==> src/rtl/op_sequencer.sv <==
// op_sequencer
//
// Front-end controller for a small arithmetic datapath (ADD, MUL2, DIV2).
// It debounces two raw pushbuttons: one steps the selected operation, and
// the other launches a computation. A launch registers the switch operands
// into the datapath, waits one settle cycle, and then captures the datapath
// result and carry. The captured values are held for the display and LEDs.
//
// Ports:
//   MAX10_CLK1_50   system clock, rising edge
//   reset_n         asynchronous active-low reset
//   op_btn_n        raw active-low button, steps the operation
//   go_btn_n        raw active-low button, starts a computation
//   x_in, y_in      switch operands
//   dp_result       combinational datapath result
//   dp_carry        datapath carry / shifted-out bit
//   op_sel          operation select to datapath (0=ADD, 1=MUL2, 2=DIV2)
//   a_out, b_out    registered operands to datapath
//   result, carry   captured datapath outputs
//   busy            high while a computation is in flight
//   done            one-cycle pulse when result/carry update
//   op_led          one-hot operation indicator
module op_sequencer #(
  parameter int WIDTH           = 4,
  parameter int DEBOUNCE_CYCLES = 500000
) (
  input  logic             MAX10_CLK1_50,
  input  logic             reset_n,
  input  logic             op_btn_n,
  input  logic             go_btn_n,
  input  logic [WIDTH-1:0] x_in,
  input  logic [WIDTH-1:0] y_in,
  input  logic [WIDTH-1:0] dp_result,
  input  logic             dp_carry,
  output logic [1:0]       op_sel,
  output logic [WIDTH-1:0] a_out,
  output logic [WIDTH-1:0] b_out,
  output logic [WIDTH-1:0] result,
  output logic             carry,
  output logic             busy,
  output logic             done,
  output logic [2:0]       op_led
);

  // The counter only has to reach DEBOUNCE_CYCLES-1. A one-cycle debounce
  // still needs a 1-bit counter so that the vector widths stay legal.
  localparam int CW = (DEBOUNCE_CYCLES > 1) ? $clog2(DEBOUNCE_CYCLES) : 1;
  localparam logic [CW-1:0] CNT_LAST = CW'(DEBOUNCE_CYCLES - 1);
  localparam logic [CW-1:0] CNT_ONE  = CW'(1);

  typedef enum logic [1:0] {IDLE, LOAD, SETTLE, CAPTURE} state_t;

  // Index 0 is the operation button. Index 1 is the go button.
  logic [1:0]    btn_raw;
  logic [1:0]    btn_meta;
  logic [1:0]    btn_sync;
  logic [1:0]    btn_deb;
  logic [1:0]    btn_press;
  logic [CW-1:0] deb_cnt [2];

  state_t        state;
  state_t        state_next;
  logic [1:0]    op_sel_next;
  logic          load_en;
  logic          capture_en;

  assign btn_raw = {go_btn_n, op_btn_n};

  // Each button passes through the same path: a 2-FF synchronizer, then a
  // stability counter. The counter runs only while the synchronized level
  // disagrees with the accepted level. A press pulse fires on the cycle
  // that the accepted level falls to 0.
  always_ff @(posedge MAX10_CLK1_50 or negedge reset_n) begin
    if (!reset_n) begin
      btn_meta  <= 2'b11;
      btn_sync  <= 2'b11;
      btn_deb   <= 2'b11;
      btn_press <= 2'b00;
      for (int i = 0; i < 2; i++) deb_cnt[i] <= '0;
    end else begin
      btn_meta <= btn_raw;
      btn_sync <= btn_meta;
      for (int i = 0; i < 2; i++) begin
        btn_press[i] <= 1'b0;
        if (btn_sync[i] == btn_deb[i]) begin
          deb_cnt[i] <= '0;
        end else if (deb_cnt[i] == CNT_LAST) begin
          btn_deb[i]   <= btn_sync[i];
          deb_cnt[i]   <= '0;
          btn_press[i] <= ~btn_sync[i];
        end else begin
          deb_cnt[i] <= deb_cnt[i] + CNT_ONE;
        end
      end
    end
  end

  // State register.
  always_ff @(posedge MAX10_CLK1_50 or negedge reset_n) begin
    if (!reset_n) state <= IDLE;
    else          state <= state_next;
  end

  // Next-state and control logic. Button events are honoured only in IDLE,
  // so an event that arrives while busy is dropped and not queued. If both
  // events arrive together, go takes priority and the op step is lost.
  always_comb begin
    state_next  = state;
    op_sel_next = op_sel;
    load_en     = 1'b0;
    capture_en  = 1'b0;
    busy        = 1'b1;
    done        = 1'b0;
    case (state)
      IDLE: begin
        busy = 1'b0;
        if (btn_press[1])      state_next  = LOAD;
        else if (btn_press[0]) op_sel_next = (op_sel == 2'd2) ? 2'd0 : op_sel + 2'd1;
      end
      LOAD: begin
        load_en    = 1'b1;
        state_next = SETTLE;
      end
      SETTLE:  state_next = CAPTURE;
      CAPTURE: begin
        capture_en = 1'b1;
        done       = 1'b1;
        state_next = IDLE;
      end
      default: begin
        busy       = 1'b0;
        state_next = IDLE;
      end
    endcase
  end

  // Operation select, operand and capture registers. The controller does no
  // arithmetic itself. It latches whatever the datapath reports.
  always_ff @(posedge MAX10_CLK1_50 or negedge reset_n) begin
    if (!reset_n) begin
      op_sel <= 2'd0;
      a_out  <= '0;
      b_out  <= '0;
      result <= '0;
      carry  <= 1'b0;
    end else begin
      op_sel <= op_sel_next;
      if (load_en) begin
        a_out <= x_in;
        b_out <= y_in;
      end
      if (capture_en) begin
        result <= dp_result;
        carry  <= dp_carry;
      end
    end
  end

  always_comb begin
    op_led = 3'b001;
    case (op_sel)
      2'd1:    op_led = 3'b010;
      2'd2:    op_led = 3'b100;
      default: op_led = 3'b001;
    endcase
  end

endmodule

==> config.mk <==
export PLATFORM = sky130hd
export DESIGN_NAME = op_sequencer
export DESIGN_NICKNAME = d
export VERILOG_FILES = /design/src/rtl/op_sequencer.sv
export SDC_FILE = /design/constraint.sdc
export NUM_CORES = 1
export LEC_CHECK = 0
export BUFFER_PORTS_ARGS = -buffer_cell sky130_fd_sc_hd__buf_2
export CAP_MARGIN = 20
export CORE_MARGIN = 4
export CORE_UTILIZATION = 35
export CTS_BUF_LIST = sky130_fd_sc_hd__clkbuf_4
export CTS_CLUSTER_SIZE = 10
export DETAILED_ROUTE_END_ITERATION = 12
export HOLD_SLACK_MARGIN = 0.15
export REMOVE_ABC_BUFFERS = 1
export SLEW_MARGIN = 20
export SYNTH_ARGS = -nofsm -noshare
export SYNTH_HDL_FRONTEND = slang
export SYNTH_SLANG_ARGS = --single-unit
==> constraint.sdc <==
create_clock -name MAX10_CLK1_50 -period 2.28 [get_ports MAX10_CLK1_50]
set_input_delay 0.114 -clock MAX10_CLK1_50 [delete_from_list [all_inputs] [get_ports MAX10_CLK1_50]]
set_output_delay 0.114 -clock MAX10_CLK1_50 [all_outputs]
set_load 0.03 [all_outputs]
==> results of run 1 <==
-- how the worst max path moves through the flow --
stage,startpoint,cells past startpoint,slack [ns],endpoint
2_1_floorplan,deb_cnt[19]$_DFF_PN0_,5,0.41,deb_cnt[21]$_DFF_PN0_
3_3_place_gp,deb_cnt[5]$_DFF_PN0_,4,0.27,deb_cnt[3]$_DFF_PN0_
3_5_place_dp,deb_cnt[5]$_DFF_PN0_,4,0.22,deb_cnt[9]$_DFF_PN0_
4_1_cts,deb_cnt[5]$_DFF_PN0_,4,0.20,deb_cnt[5]$_DFF_PN0_
5_1_grt,deb_cnt[5]$_DFF_PN0_,4,0.06,deb_cnt[5]$_DFF_PN0_
6_report,deb_cnt[5]$_DFF_PN0_,4,0.22,deb_cnt[5]$_DFF_PN0_
-- state kept, by name (all words and copies together), names as in the netlist --
signal / cells
deb_cnt: 38
a_out: 4
b_out: 4
result: 4
btn_deb: 2
btn_meta: 2
btn_press: 2
btn_sync: 2
op_sel: 2
state: 2
carry: 1
-- timing repair --
action	4_1_cts	5_1_grt
setup buffers	0	0
hold buffers	16	0
hold endpoints to repair	42	0
-- per-stage QoR --
stage	hold slack [ns]	std cells	power, W	worst slack (ns)	utilization
global route	0.307	432	0.00219	0.0570	0.452
global placement	0.172	400	0.00123	0.266	0.411
floorplan	-0.182	258	0.00119	0.407	-
detailed placement	0.182	400	0.00124	0.218	0.411
CTS	0.269	432	0.00213	0.197	0.452
finish	0.272	432	0.00210	0.216	0.452
-- cells by family after synthesis --
| kind of cell | after synthesis | synth area share |
|---|---|---|
| flip-flops | 63 | 0.545 |
| AO/OA/AOI/OAI | 20 | 0.0422 |
| multiplexers | 17 | 0.0659 |
| adder cells (fa/ha/maj) | 9 | 0.0388 |
| XOR/XNOR | 28 | 0.0844 |
| AND/OR/NAND/NOR | 107 | 0.199 |
| buffers and inverters | 18 | 0.0241 |
-- worst max-delay path, stage by stage (launching register included) --
cell     delay, ns
dfrtp_1       0.45
or4b_1        0.50
or3_1         0.45
o21ai_4       0.44
nor2_1        0.11
-- where the power goes --
part	switching, W	internal (W)	leakage [nW]
sequential	0.0000124	0.00113	0.854
combinational	0.0000472	0.0000419	0.662
clock	0.000417	0.000446	0.0821
total	0.000477	0.00162	1.60
-- cells in the mapped netlist (3+ instances only) --
| master | number |
|---|---|
| or4_1 | 5 |
| dfrtp_1 | 57 |
| ha_1 | 9 |
| mux2_2 | 17 |
| nor4_1 | 6 |
| nand4_1 | 13 |
| xor2_1 | 14 |
| or3_1 | 7 |
| dfstp_2 | 6 |
| xnor2_1 | 14 |
| nand2_1 | 10 |
| inv_1 | 14 |
| and3_1 | 3 |
| nand3_1 | 12 |
| nor2_1 | 35 |
| o31ai_1 | 3 |
| o21ai_0 | 5 |
| a21oi_1 | 9 |
-- final cells by class --
cell class	instances	area [sq um]
inverter	14	52.6
clock buffer	9	67.6
fill	741	4320
tap	102	128
multi-input combinational	181	1250
clock inverter	7	97.6
sequential	63	1580
timing repair buffer	56	383
-- per-layer routing --
metal,wire (microns),track usage
met5,0,0
met4,110,0.0683
met3,302,0.0273
met2,2350,0.177
met1,2660,0.157
==> impl_metrics.tcl, run 1 <==
set metrics [dict create \
    run_status "finished, final reports clean" \
    syn2layout_area_growth_pct 22.7 \
    finalSetupViolCount 0 \
    register_bit_total_from_synthesis 63 \
    synth_edf_count 0 \
    rr_startpoint "deb_cnt[5]$_DFF_PN0_" \
    fp.dieArea_sq_um 9820 \
    yosys.cell_types.count 32 \
    vias_per_std_cell 4.85 \
    io_buffers 36 \
    hp-class "input port to asynchronous set/reset pin" \
    grt_max_degree 37 \
    clock_pin_slew_on_the_worst_setup_and_hold_paths_ns 0.11 \
    grt_overflow 0 \
    worst_clock_skew_ns 0.0150 \
    postCtsResizedCells 0 \
    timing.max_cap.violations 0 \
    initial_utilization 0.368 \
    post_route_cells_drive_above_1_share 0.252 \
    asyncSetResetFlopFracSynth 1.00 \
    detail_route.iter0.violations 92 \
    tritoncts "built" \
    routed_len_inst_microns 12.6 \
    cts_root_buffer "clkbuf_4" \
    r2r_setup_slack_ns 0.22 \
    grt_use_total 0.118 \
    critical_path.max_fanout 18 \
    floorplan.die.width_microns 99.1 \
    syn_area_sq_um 2910 \
    synthDominantCellAreaShare 0.491 \
    primary_ff_master_synth "dfrtp_1" \
    max-vdd-ir-drop_mv 0.315 \
    tightest_slew_ns 0.651 \
    syn_area_per_cell_sq_um 11.1 \
    portion_of_the_post_synthesis_area_used_by_sequential_elements 0.545 \
    post-route-cell-area_sq_um 3560 \
    drt-pass1-iter-count 4 \
    htreeDepth 3 \
    critPathKind "flop to flop" \
    rsz0062_at_grt "no" \
    worst-endpoint-arrival_ns 2.33 \
    slew_headroom 0.566 \
    die_h_microns 99.1 \
    layout.cells.most_common_list "dfrtp_1 (57), buf_2 (36), nor2_1 (35)" \
    final-max-slew-violation-count 0 \
    reg2reg_to "deb_cnt[5]$_DFF_PN0_" \
    yosys-top-cells-area "dfrtp_1 (49%), mux2_2 (6.6%), dfstp_2 (5.4%)" \
    coreArea_sq_um 7890 \
    synth_area_leader "dfrtp_1" \
    setup_tns_ns 0 \
    finalHoldViolCount 0 \
    grt_pass1_vias 2043 \
    post_dp_cell_area_sq_um 3240 \
    critical_path.startpoint_type "flop" \
    mostFrequentLayoutCell "dfrtp_1" \
    clock-sinks 63 \
    fin_crit_sh 0.905 \
    grt_first_pass_wirelength_microns 9350 \
    maximum_frequency_from_static_timing_analysis_ghz 0.484 \
    design.final.nets 351 \
    wl_microns 5430 \
    dr_total_vias 2097 \
    reg2reg_depth 4 \
    layout_min_cycle_time_ns 2.06 \
    num_rows 32 \
    ioPinCount 37 \
    post_synth_inst_count 262 \
    antenna_found_initial 0 \
    hpwlAfterDp_microns 3680 \
    inserted_clock_buffers 9 \
    detail-route-antenna-nets 0 \
    worst-endpoint-required_ns 2.55 \
    route.detailed.drc 0 \
    clockBufferDepth 2 \
    power_density_nw_per_um2 588 \
    clock_latency_ns 0.39 \
    critical_path.endpoint_type "flop" \
    p_leak_nw 1.60 \
    antennaDiodeCount 0 \
    gpl.final_weighted_congestion 0.787 \
    synthesis.yosys.warnings 0 \
]
(Power assumes the default switching activity.)
==> run 2: changes to the inputs <==
- ABC_CLOCK_PERIOD_IN_PS: default -> 2280
- CORE_ASPECT_RATIO: default -> 0.5
- GPL_ROUTABILITY_DRIVEN: default -> 1
==> impl_metrics.tcl, run 2 (synthesized netlist as in run 1, its figures left out) <==
set metrics [dict create \
    run_status "finished, final reports clean" \
    antenna_found_initial 0 \
    finish.utilization 0.437 \
    inserted_clock_buffers 9 \
    syn2layout_area_growth_pct 20.8 \
    gpl.final_weighted_congestion 0.805 \
    timing.max_cap.violations 0 \
    cp_num_buf_inv 0 \
    critPathKind "flop to flop" \
    crit_path_cell_trace "or4b_1, or3_1, o21ai_4, a21oi_1" \
    grt_max_degree 64 \
    routed_len_inst_microns 12.3 \
    rr_startpoint "deb_cnt[5]$_DFF_PN0_" \
    tightest_slew_ns 0.773 \
    min_to "btn_sync[1]$_DFF_PN1_" \
    timing.critical_path.slowest_cell_delay_ns 0.50 \
    finalSetupViolCount 0 \
    power_density_nw_per_um2 523 \
    gr-usage-met1 0.133 \
    reg2reg_depth 4 \
    grt_use_total 0.119 \
    design.final.nets 352 \
    internal_power_w 0.00142 \
    detail-route-antenna-nets 0 \
    antennaDiodeCount 0 \
    critical_path.startpoint_type "flop" \
    fp.dieArea_sq_um 9910 \
    path_delay_family "simple AND/OR/NAND/NOR gates" \
    ioPinCount 37 \
    final-max-slew-violation-count 0 \
    busiest_layer_in_global_routing "met2" \
    critical_path.endpoint_type "flop" \
    clock_pin_slew_on_the_worst_setup_and_hold_paths_ns 0.10 \
    postCtsResizedCells 0 \
    global_route.usage.met3 0.0499 \
    worst_hold_path.num_cells 0 \
    worst_clock_skew_ns 0.0177 \
    fin_hold_ws_ns 0.360 \
    dr_total_vias 2138 \
    mostFrequentLayoutCell "dfrtp_1" \
    layout_min_cycle_time_ns 2.04 \
    post_route_cells_drive_above_1_share 0.242 \
    finalHoldViolCount 0 \
    regMostFlops "deb_cnt" \
    critPathSlowestCell "or4b_1" \
    setup_tns_ns 0 \
    grt_overflow 0 \
    vias_per_std_cell 4.83 \
    wl_microns 5440 \
    fillers 778 \
    grt_first_pass_wirelength_microns 9450 \
    rsz0062_at_grt "no" \
    worst-endpoint-arrival_ns 2.30 \
    die_h_microns 72.4 \
    slew_headroom 0.485 \
    worst-endpoint-required_ns 2.53 \
    grt_pass1_vias 2199 \
    global_route.usage.met2 0.212 \
    hpwlAfterDp_microns 3870 \
    worstHoldStart "btn_meta[1]$_DFF_PN1_" \
    initial_utilization 0.362 \
    coreArea_sq_um 8030 \
    clock_latency_ns 0.40 \
    p_comb_frac 0.046 \
    layout.cells.most_common_list "dfrtp_1 (57), buf_2 (36), nor2_1 (35)" \
    cts_root_buffer "clkbuf_4" \
    largest_register_ff_count 38 \
    htreeDepth 3 \
    power_frac_clock 0.330 \
    p_leak_nw 1.58 \
    route.detailed.drc 0 \
    hp-class "flop to flop" \
    tritoncts "built" \
    floorplan.die.width_microns 137 \
    detail_route.iter0.violations 123 \
    fin_crit_sh 0.897 \
    reg2reg_to "deb_cnt[17]$_DFF_PN0_" \
    clockBufferDepth 2 \
    r2r_setup_slack_ns 0.24 \
    drt-pass1-iter-count 4 \
    sequentialPowerShare 0.624 \
    num_rows 23 \
    switching_power_w 0.000416 \
    io_buffers 36 \
    maximum_frequency_from_static_timing_analysis_ghz 0.489 \
    power.share.switching 0.227 \
    max-vdd-ir-drop_mv 0.168 \
    clock-sinks 63 \
    critical_path.max_fanout 18 \
]
run 2: cell count changes in the layout (fill, tap and decap cells not counted):
cell / previous run / this run
clkinv_1: 0 / 4
buf_12: 1 / 0
clkinvlp_4: 2 / 0
buf_4: 3 / 5
clkbuf_4: 9 / 12
clkinv_4: 2 / 0
bufinv_16: 2 / 0
clkinv_2: 1 / 0
run 2: routing by layer:
layer,up-vias,routed length [microns]
met5,-,0
met4,0,58
met3,6,157
met2,22,2840
met1,1060,2390
li1,1050,-
run 2: power by group through the flow:
stage                     Combinational [W]  Sequential [W]  Clock, W
after floorplan                   0.0000232         0.00116         0
after global placement            0.0000637         0.00117         0
after detailed placement          0.0000670         0.00117         0
after CTS                         0.0000879         0.00114  0.000633
after global routing              0.0000978         0.00115  0.000687
final                             0.0000852         0.00114  0.000605
run 2: what timing repair did:
item,CTS,global route
setup buffers,0,0
endpoints found under the hold margin,72,0
hold buffers,16,0
run 2: worst max path at each step:
stage,startpoint,to,slack [ns],cells past startpoint
global placement,deb_cnt[5]$_DFF_PN0_,deb_cnt[6]$_DFF_PN0_,0.29,4
detailed placement,deb_cnt[5]$_DFF_PN0_,deb_cnt[17]$_DFF_PN0_,0.24,4
floorplan,deb_cnt[19]$_DFF_PN0_,deb_cnt[21]$_DFF_PN0_,0.41,5
CTS,deb_cnt[5]$_DFF_PN0_,deb_cnt[17]$_DFF_PN0_,0.22,4
finish,deb_cnt[5]$_DFF_PN0_,deb_cnt[17]$_DFF_PN0_,0.24,4
global route,deb_cnt[5]$_DFF_PN0_,deb_cnt[7]$_DFF_PN0_,0.13,4
run 2: stage by stage:
step                cells  worst slack, ns  area [sq um]  total power (W)
floorplan             258            0.407          2890          0.00119
detailed placement    411            0.237          3250          0.00123
global placement      411            0.289          3250          0.00123
CTS                   443            0.216          3510          0.00187
global route          443            0.129          3510          0.00193
finish                443            0.235          3510          0.00184
run 2: area by class of cell:
class	instances	area [sq um]	area share
Sequential cell	63	1580	0.451
Clock buffer	12	90.1	0.0257
Tap cell	112	140	0.0399
Timing Repair Buffer	57	378	0.108
Clock inverter	4	15.0	0.00428
Inverter	14	52.6	0.0150
Multi-Input combinational cell	181	1250	0.356
